===== config.mk =====
export PLATFORM = sky130hd
export DESIGN_NAME = seq_detect_param_flat
export DESIGN_NICKNAME = d
export VERILOG_FILES = /design/src/rtl/seq_detect_param_if.sv /design/src/rtl/seq_detect_param.sv /design/src/flat_wrapper.sv
export SDC_FILE = /design/constraint.sdc
export NUM_CORES = 1
export LEC_CHECK = 0
export ABC_AREA = 0
export ABC_CLOCK_PERIOD_IN_PS = 2100
export CELL_PAD_IN_SITES_DETAIL_PLACEMENT = 1
export CELL_PAD_IN_SITES_GLOBAL_PLACEMENT = 2
export CORE_AREA = 3 3 67 69
export CTS_CLUSTER_SIZE = 12
export DETAILED_ROUTE_END_ITERATION = 12
export DIE_AREA = 0 0 70 72
export PLACE_DENSITY_LB_ADDON = 0.1
export SYNTH_ARGS = -nofsm -noshare
export SYNTH_HDL_FRONTEND = slang
export SYNTH_SLANG_ARGS = --single-unit

===== constraint.sdc =====
create_clock -name clk -period 2.1 [get_ports clk]
set_input_delay 0.42 -clock clk [delete_from_list [all_inputs] [get_ports clk]]
set_output_delay 0.42 -clock clk [all_outputs]
set_load 0.005 [all_outputs]

===== src/rtl/seq_detect_param_if.sv =====
// Bundles the serial input, configuration and status signals of the sequence detector.
// clk and rst stay outside as plain module ports.
interface seq_detect_param_if #(
    parameter int PAT_W = 4,
    parameter int CNT_W = 8
);
    localparam int FILL_W = $clog2(PAT_W);

    logic              inp;
    logic              in_valid;
    logic              cfg_load;
    logic [PAT_W-1:0]  cfg_pattern;
    logic              cfg_overlap;
    logic              cnt_clr;
    logic              outp;
    logic [CNT_W-1:0]  match_cnt;
    logic              armed;
    logic [FILL_W-1:0] fill;

    modport master (
        output inp, in_valid, cfg_load, cfg_pattern, cfg_overlap, cnt_clr,
        input  outp, match_cnt, armed, fill
    );

    modport slave (
        input  inp, in_valid, cfg_load, cfg_pattern, cfg_overlap, cnt_clr,
        output outp, match_cnt, armed, fill
    );
endinterface


===== src/rtl/seq_detect_param.sv =====
// Serial pattern detector with loadable pattern, overlap/non-overlap modes,
// zero-latency Mealy match flag and a saturating match counter.
module seq_detect_param #(
    parameter int PAT_W = 4,
    parameter int CNT_W = 8
) (
    input  logic               clk,
    input  logic               rst,
    seq_detect_param_if.slave  io
);
    localparam int FILL_W = $clog2(PAT_W);
    localparam logic [FILL_W-1:0] FILL_FULL = FILL_W'(PAT_W - 1);

    typedef enum logic {IDLE, RUN} state_e;

    state_e            state_q, state_d;
    logic [PAT_W-1:0]  pat_q, pat_d;
    logic              ovl_q, ovl_d;
    logic [PAT_W-2:0]  hist_q, hist_d;
    logic [FILL_W-1:0] fill_q, fill_d;
    logic [CNT_W-1:0]  cnt_q, cnt_d;
    logic              accept;
    logic              match;

    always_comb begin
        state_d = state_q;
        pat_d   = pat_q;
        ovl_d   = ovl_q;
        hist_d  = hist_q;
        fill_d  = fill_q;
        cnt_d   = cnt_q;

        accept = (state_q == RUN) && io.in_valid && !io.cfg_load;
        // rst gates the flag so a match cannot leak out during the reset cycle
        match  = accept && !rst && (fill_q == FILL_FULL) && ({hist_q, io.inp} == pat_q);

        case (state_q)
            IDLE:    if (io.cfg_load) state_d = RUN;
            RUN:     state_d = RUN;
            default: state_d = IDLE;
        endcase

        if (io.cfg_load) begin
            pat_d  = io.cfg_pattern;
            ovl_d  = io.cfg_overlap;
            hist_d = '0;
            fill_d = '0;
        end else if (accept) begin
            hist_d = (PAT_W-1)'({hist_q, io.inp});
            if (match)
                fill_d = ovl_q ? FILL_FULL : '0;
            else if (fill_q != FILL_FULL)
                fill_d = fill_q + 1'b1;
        end

        if (io.cnt_clr)
            cnt_d = '0;
        else if (match && (cnt_q != '1))
            cnt_d = cnt_q + 1'b1;
    end

    always_ff @(posedge clk) begin
        if (rst) begin
            state_q <= IDLE;
            pat_q   <= '0;
            ovl_q   <= 1'b1;
            hist_q  <= '0;
            fill_q  <= '0;
            cnt_q   <= '0;
        end else begin
            state_q <= state_d;
            pat_q   <= pat_d;
            ovl_q   <= ovl_d;
            hist_q  <= hist_d;
            fill_q  <= fill_d;
            cnt_q   <= cnt_d;
        end
    end

    assign io.outp      = match;
    assign io.match_cnt = cnt_q;
    assign io.armed     = (state_q == RUN);
    assign io.fill      = fill_q;
endmodule


===== src/flat_wrapper.sv =====
// flat-port wrapper written by rule: the top's interface ports become plain ports
module seq_detect_param_flat 
#(
    parameter int PAT_W = 4,
    parameter int CNT_W = 8
)
  (clk, rst, io_inp, io_in_valid, io_cfg_load, io_cfg_pattern, io_cfg_overlap, io_cnt_clr, io_outp, io_match_cnt, io_armed, io_fill);
  seq_detect_param_if #(.PAT_W(PAT_W), .CNT_W(CNT_W)) io_i ();
  input  logic clk;
  input  logic rst;
  input wire logic [$bits(io_i.inp)-1:0] io_inp;
  input wire logic [$bits(io_i.in_valid)-1:0] io_in_valid;
  input wire logic [$bits(io_i.cfg_load)-1:0] io_cfg_load;
  input wire logic [$bits(io_i.cfg_pattern)-1:0] io_cfg_pattern;
  input wire logic [$bits(io_i.cfg_overlap)-1:0] io_cfg_overlap;
  input wire logic [$bits(io_i.cnt_clr)-1:0] io_cnt_clr;
  output wire logic [$bits(io_i.outp)-1:0] io_outp;
  output wire logic [$bits(io_i.match_cnt)-1:0] io_match_cnt;
  output wire logic [$bits(io_i.armed)-1:0] io_armed;
  output wire logic [$bits(io_i.fill)-1:0] io_fill;
  assign io_i.inp = io_inp;
  assign io_i.in_valid = io_in_valid;
  assign io_i.cfg_load = io_cfg_load;
  assign io_i.cfg_pattern = io_cfg_pattern;
  assign io_i.cfg_overlap = io_cfg_overlap;
  assign io_i.cnt_clr = io_cnt_clr;
  assign io_outp = io_i.outp;
  assign io_match_cnt = io_i.match_cnt;
  assign io_armed = io_i.armed;
  assign io_fill = io_i.fill;
  seq_detect_param #(.PAT_W(PAT_W), .CNT_W(CNT_W)) u_core (.clk(clk), .rst(rst), .io(io_i));
endmodule

; Yosys cells after proc, flatten, opt, wreduce, memory -nomap -nowiden
; Index checks and enable logic that the tools add are counted.
[totals]
register_bits = 19
latchBits = 0
ram_bits = 0
rom_bits = 0
inputBits = 11
out_inout_bits = 12
elab_cells = 30
mem_count = 0
[classes]
addsub = 2
n_mul = 0
n_div = 0
n_lt_le_gt_ge = 0
eq_ne = 4
shift = 0
n_mux = 5
n_bitwise = 1
reduce_logical = 12
[op_table]
columns = operator, count
row1 = 8-bit by 1-bit adder with 8-bit output (second input constant), 1
row2 = 8-bit inequality test (second input constant), 1
row3 = 1-bit logical AND, 6
row4 = 2-bit 2-to-1 mux, 3
row5 = 4-bit equality test, 1
row6 = 2-bit OR reduction, 2
row7 = 2-bit by 1-bit adder with 2-bit output (second input constant), 1
row8 = 2-bit equality test (second input constant), 1
row9 = 1-bit zero test, 2
row10 = 2-bit inequality test (second input constant), 1
row11 = 1-bit case mux with 2 select lines, 1
row12 = 2-bit AND reduction, 1
row13 = 2-bit nonzero test, 1
row14 = 1-bit 2-to-1 mux, 1
row15 = 1-bit inverter, 1

; Logic depth before layout (Yosys ltp)
[depth]
depth_word = 7
mapped_depth = 6

; Worst setup path after synthesis
; Ideal clock, no wire load.
[synth_timing]
kind = input to register
from = input port io_cfg_load
to = register u_core.cnt_q[7] (netlist: u_core.io.match_cnt[7])
setup_time_ps = 72
arrival_time_ps = 1934
required_ps = 2028
setup_slack_ps = 95
cell_stages = 6
n_path_buf = 2
path_cell_list = buf_6 > nand3b_4 > or4_4 > buf_2 > nor4_2 > mux2i_1
[synth_between]
elab_chain_cells = 6
[synth_rtl]
columns = item, line
row1 = "start, declared", flat_wrapper.sv:13  ; input wire logic [$bits(io_i.cfg_load)-1:0] io_cfg_load;
row2 = 1-bit zero test, seq_detect_param.sv:33  ; accept = (state_q == RUN) && io.in_valid && !io.cfg_load;
row3 = 1-bit logical AND, seq_detect_param.sv:33
row4 = 1-bit logical AND (3 in a row), seq_detect_param.sv:35  ; match = accept && !rst && (fill_q == FILL_FULL) && ({hist_q, io.inp} == pat_q);
row5 = 1-bit logical AND, seq_detect_param.sv:58  ; else if (match && (cnt_q != '1))
row6 = "end signal, assigned", seq_detect_param.sv:76  ; cnt_q <= cnt_d;
row7 = "end, declared", seq_detect_param.sv:21  ; logic [CNT_W-1:0] cnt_q, cnt_d;
; No other way between the ends.
; A chain may end at the register's enable or synchronous reset.

; Final worst setup path
[layout_timing]
from = input port io_inp
to = output port io_outp
[layout_between]
elab_chain_cells = 2
[layout_rtl]
columns = item, line
row1 = "start, declared", flat_wrapper.sv:11  ; input wire logic [$bits(io_i.inp)-1:0] io_inp;
row2 = 4-bit equality test, seq_detect_param.sv:35
row3 = 1-bit logical AND, seq_detect_param.sv:35
row4 = "end, declared", flat_wrapper.sv:17  ; output wire logic [$bits(io_i.outp)-1:0] io_outp;
; No other way between the ends.

==> flow_summary_export.csv <==
group,metric,value,unit
logic_synthesis,post-synth-top-count-cell,"dfxtp_1",
logic_synthesis,yosys_most_used_dff,"dfxtp_1",
global_route,grt_pass1_vias,899,
min_path,min_from,"u_core.hist_q[2]$_SDFFE_PP0P_",
placed_design,place_area,0.001330,sq mm
logic_synthesis,syn_nets,123,
finish,n_fill_cell,481,
die,start_util,24.32,%
finish,nNetsFinal,160,
finish,final_cells,196,
routing,drtIter0Drc,48,
routing,drtPass1Iterations,4,
timing,slew_violations,0,
logic_synthesis,ys_types,33,
outcome,run_status,"completed",
timing,fmax,0.5013,GHz
placed_design,gp_congestion,0.7379,
die,die_area,0.005040,sq mm
run,maxCapViolations,0,
timing,finalSetupViolations,0,
min_path,min_path_type,"flop to flop",
logic_synthesis,yosysTopAreaCell,"dfxtp_1",
critical_path,cp-startpoint,"io_inp",
finish,fin_util,34.88,%
finish,regArea,380.4,sq um
routing,drc,0,
logic_synthesis,avgSynthCellArea,8.781,sq um
finish,syn_to_final_growth,43.39,%
cts,clk_pin_slew,0.07,ns
logic_synthesis,synth_top_area_share,39.38,%
critical_path,cp.arrival,1.58,ns
die,num_rows,23,
logic_synthesis,synthArstFlopShare,0,%
timing,worst_pin_slew,0.4069,ns
cts,cts_buffers,3,
timing,skew,0.002573,ns
cts,clock_sinks,19,
critical_path,crit_fanout,2,
finish,diodes,0,
routing,viasPerCell,4.653,
global_route,grt_overflow_total,0,
timing,rsz0062_at_grt,"false",
logic_synthesis,synth_common_cells,"dfxtp_1 (19), nand2_1 (12), nand3_1 (9)",
power,p_per_area,510.3,mW/mm^2
logic_synthesis,ys.warnings.count,0,
logic_synthesis,ys_seq_area_share,39.38,%
cts,cts-root-buf,"clkbuf_8",
global_route,grt_pass1_wl,4347,microns
critical_path,critPathTopFamily,"buffers and inverters",
timing,fin_hold_ws,0.4849,ns
logic_synthesis,synth_edf_count,0,
critical_path,r2r_start,"u_core.io.armed$_SDFF_PP0_",
cts,cts_tree,"built",
power,p_leak,0.5179,nW
critical_path,path_class,"input port to primary output",
routing,antenna_left,0,
logic_synthesis,synth.area.top_cells,"dfxtp_1 (39%), mux2i_1 (8.3%), nand3_1 (4.7%)",
global_route,antenna_found_initial,0,
critical_path,start_kind,"input port",
die,die_h,72,microns
logic_synthesis,synth_cells,110,
critical_path,cp.buffers_inverters,4,
finish,design_area,0.001385,sq mm
cts,clock_path_buffers,2,
power,ir_worst_vdd,265.6,uV
logic_synthesis,ys_ff_latch,19,
die,fp.coreArea,0.003971,sq mm
routing,routed_wl,2596,microns
die,ios,23,
routing,wl_per_cell,13.24,microns
global_route,grt_max_degree,11,
cts,cts.htree.levels,1,
global_route,grt_usage,10.54,%
timing,finalCritPeriodShare,95.00,%
finish,drive_gt1_share,17.12,%
critical_path,crit_path_cell_trace,"dlygate4sd2_1 > xor2_1 > nor4_2 > buf_4 > nand2_1 > inv_1 > clkdlybuf4s15_1",
placed_design,dp_cells,192,
critical_path,required,1.68,ns
routing,via_count,912,
timing,final_hold_viol_count,0,
cts,cts_setup_buffers,0,
die,die_w,70,microns
critical_path,crit_slowest_cell,"nor4_2",
logic_synthesis,syn_area,965.9,sq um
timing,fin_crit,1.995,ns
timing,max_slew_margin,72.77,%
finish,multi_input_area,549.3,sq um
placed_design,port_buffers,22,
critical_path,critPathCaptureType,"primary output",
cts,clock_latency,0.25,ns
critical_path,cpPeakStageDelay,0.27,ns
placed_design,hpwl,2071,microns
## sequential cells by signal (all words and copies together), names as in the netlist
signal	count
u_core.hist_q	3
u_core.io.armed	1
u_core.io.fill	2
u_core.io.match_cnt	8
u_core.ovl_q	1
u_core.pat_q	4
## kinds of logic after synthesis
group,share of synthesized area [%]
flip-flops,39.38
buffers and inverters,4.404
multiplexers,9.456
adder cells (fa/ha/maj),2.590
AND/OR/NAND/NOR,27.20
XOR/XNOR,3.628
AO/OA/AOI/OAI,13.34
## power breakdown
part           internal (mW)  switching, mW
clock                  0.135          0.120
sequential             0.368        0.00614
combinational         0.0426         0.0355
## cell usage in the layout, fill, tap and decap left out, types with 2 or more instances in the layout
master           count
dlygate4sd2_1        3
nand3_1              9
clkdlybuf4s50_1     18
inv_1                5
or4_1                2
buf_4               12
dfxtp_1             19
nor4_2               3
o31ai_1              2
or3_1                3
ha_1                 2
o21ai_0              3
nor2_1               8
nand2_1             12
nor3_1               3
mux2i_1              8
a21oi_1              7
xor2_1               3
o21a_1               2
buf_6                2
clkbuf_8             3
or2_2                2
## final cells by class
class / count / area share [%]
inverter: 5 / 1.355
timing repair buffer: 36 / 23.76
clock buffer: 4 / 3.252
multi-input combinational: 82 / 39.66
tap: 50 / 4.517
sequential: 19 / 27.46
## worst min-delay path, stage by stage, from the launching register on
cell and delay, ns:
dfxtp_1 0.33, nand2_1 0.06, a21oi_1 0.05
## final timing paths
check	end	slack [ns]	cells after the start
worst min register to register	u_core.hist_q[2]$_SDFFE_PP0P_	0.48	2
worst max register to register	u_core.io.match_cnt[0]$_SDFFE_PP0P_	0.27	6
worst max-delay path	io_outp	0.10	7
worst min-delay path	u_core.hist_q[2]$_SDFFE_PP0P_	0.48	2
## through the flow
step / power (mW) / setup slack, ns / TNS [ns]
after floorplan: 0.4182 / 0.09464 / 0
final: 0.7069 / 0.1050 / 0
after detailed placement: 0.4625 / -0.4815 / -4.263
after CTS: 0.7206 / 0.06897 / 0
after global routing: 0.7423 / 0.02892 / 0
after global placement: 0.4613 / -0.4116 / -3.851
## per-layer routing
metal  GRT usage [%]  share of wire (%)  vias to the layer above
met5               0                  0                        -
met4           1.915               0.85                        0
met3           2.216                3.4                        2
met2           17.21                 44                       14
met1           14.55                 52                      422
li1                -                  -                      474
## what timing repair did
action | in CTS | in global routing
hold buffers | 0 | 0
gates resized for setup | 9 | 0
endpoints found under the setup margin | 11 | 0
hold endpoints to repair | 0 | 0
Note: power is estimated with default switching activity, not from simulation.
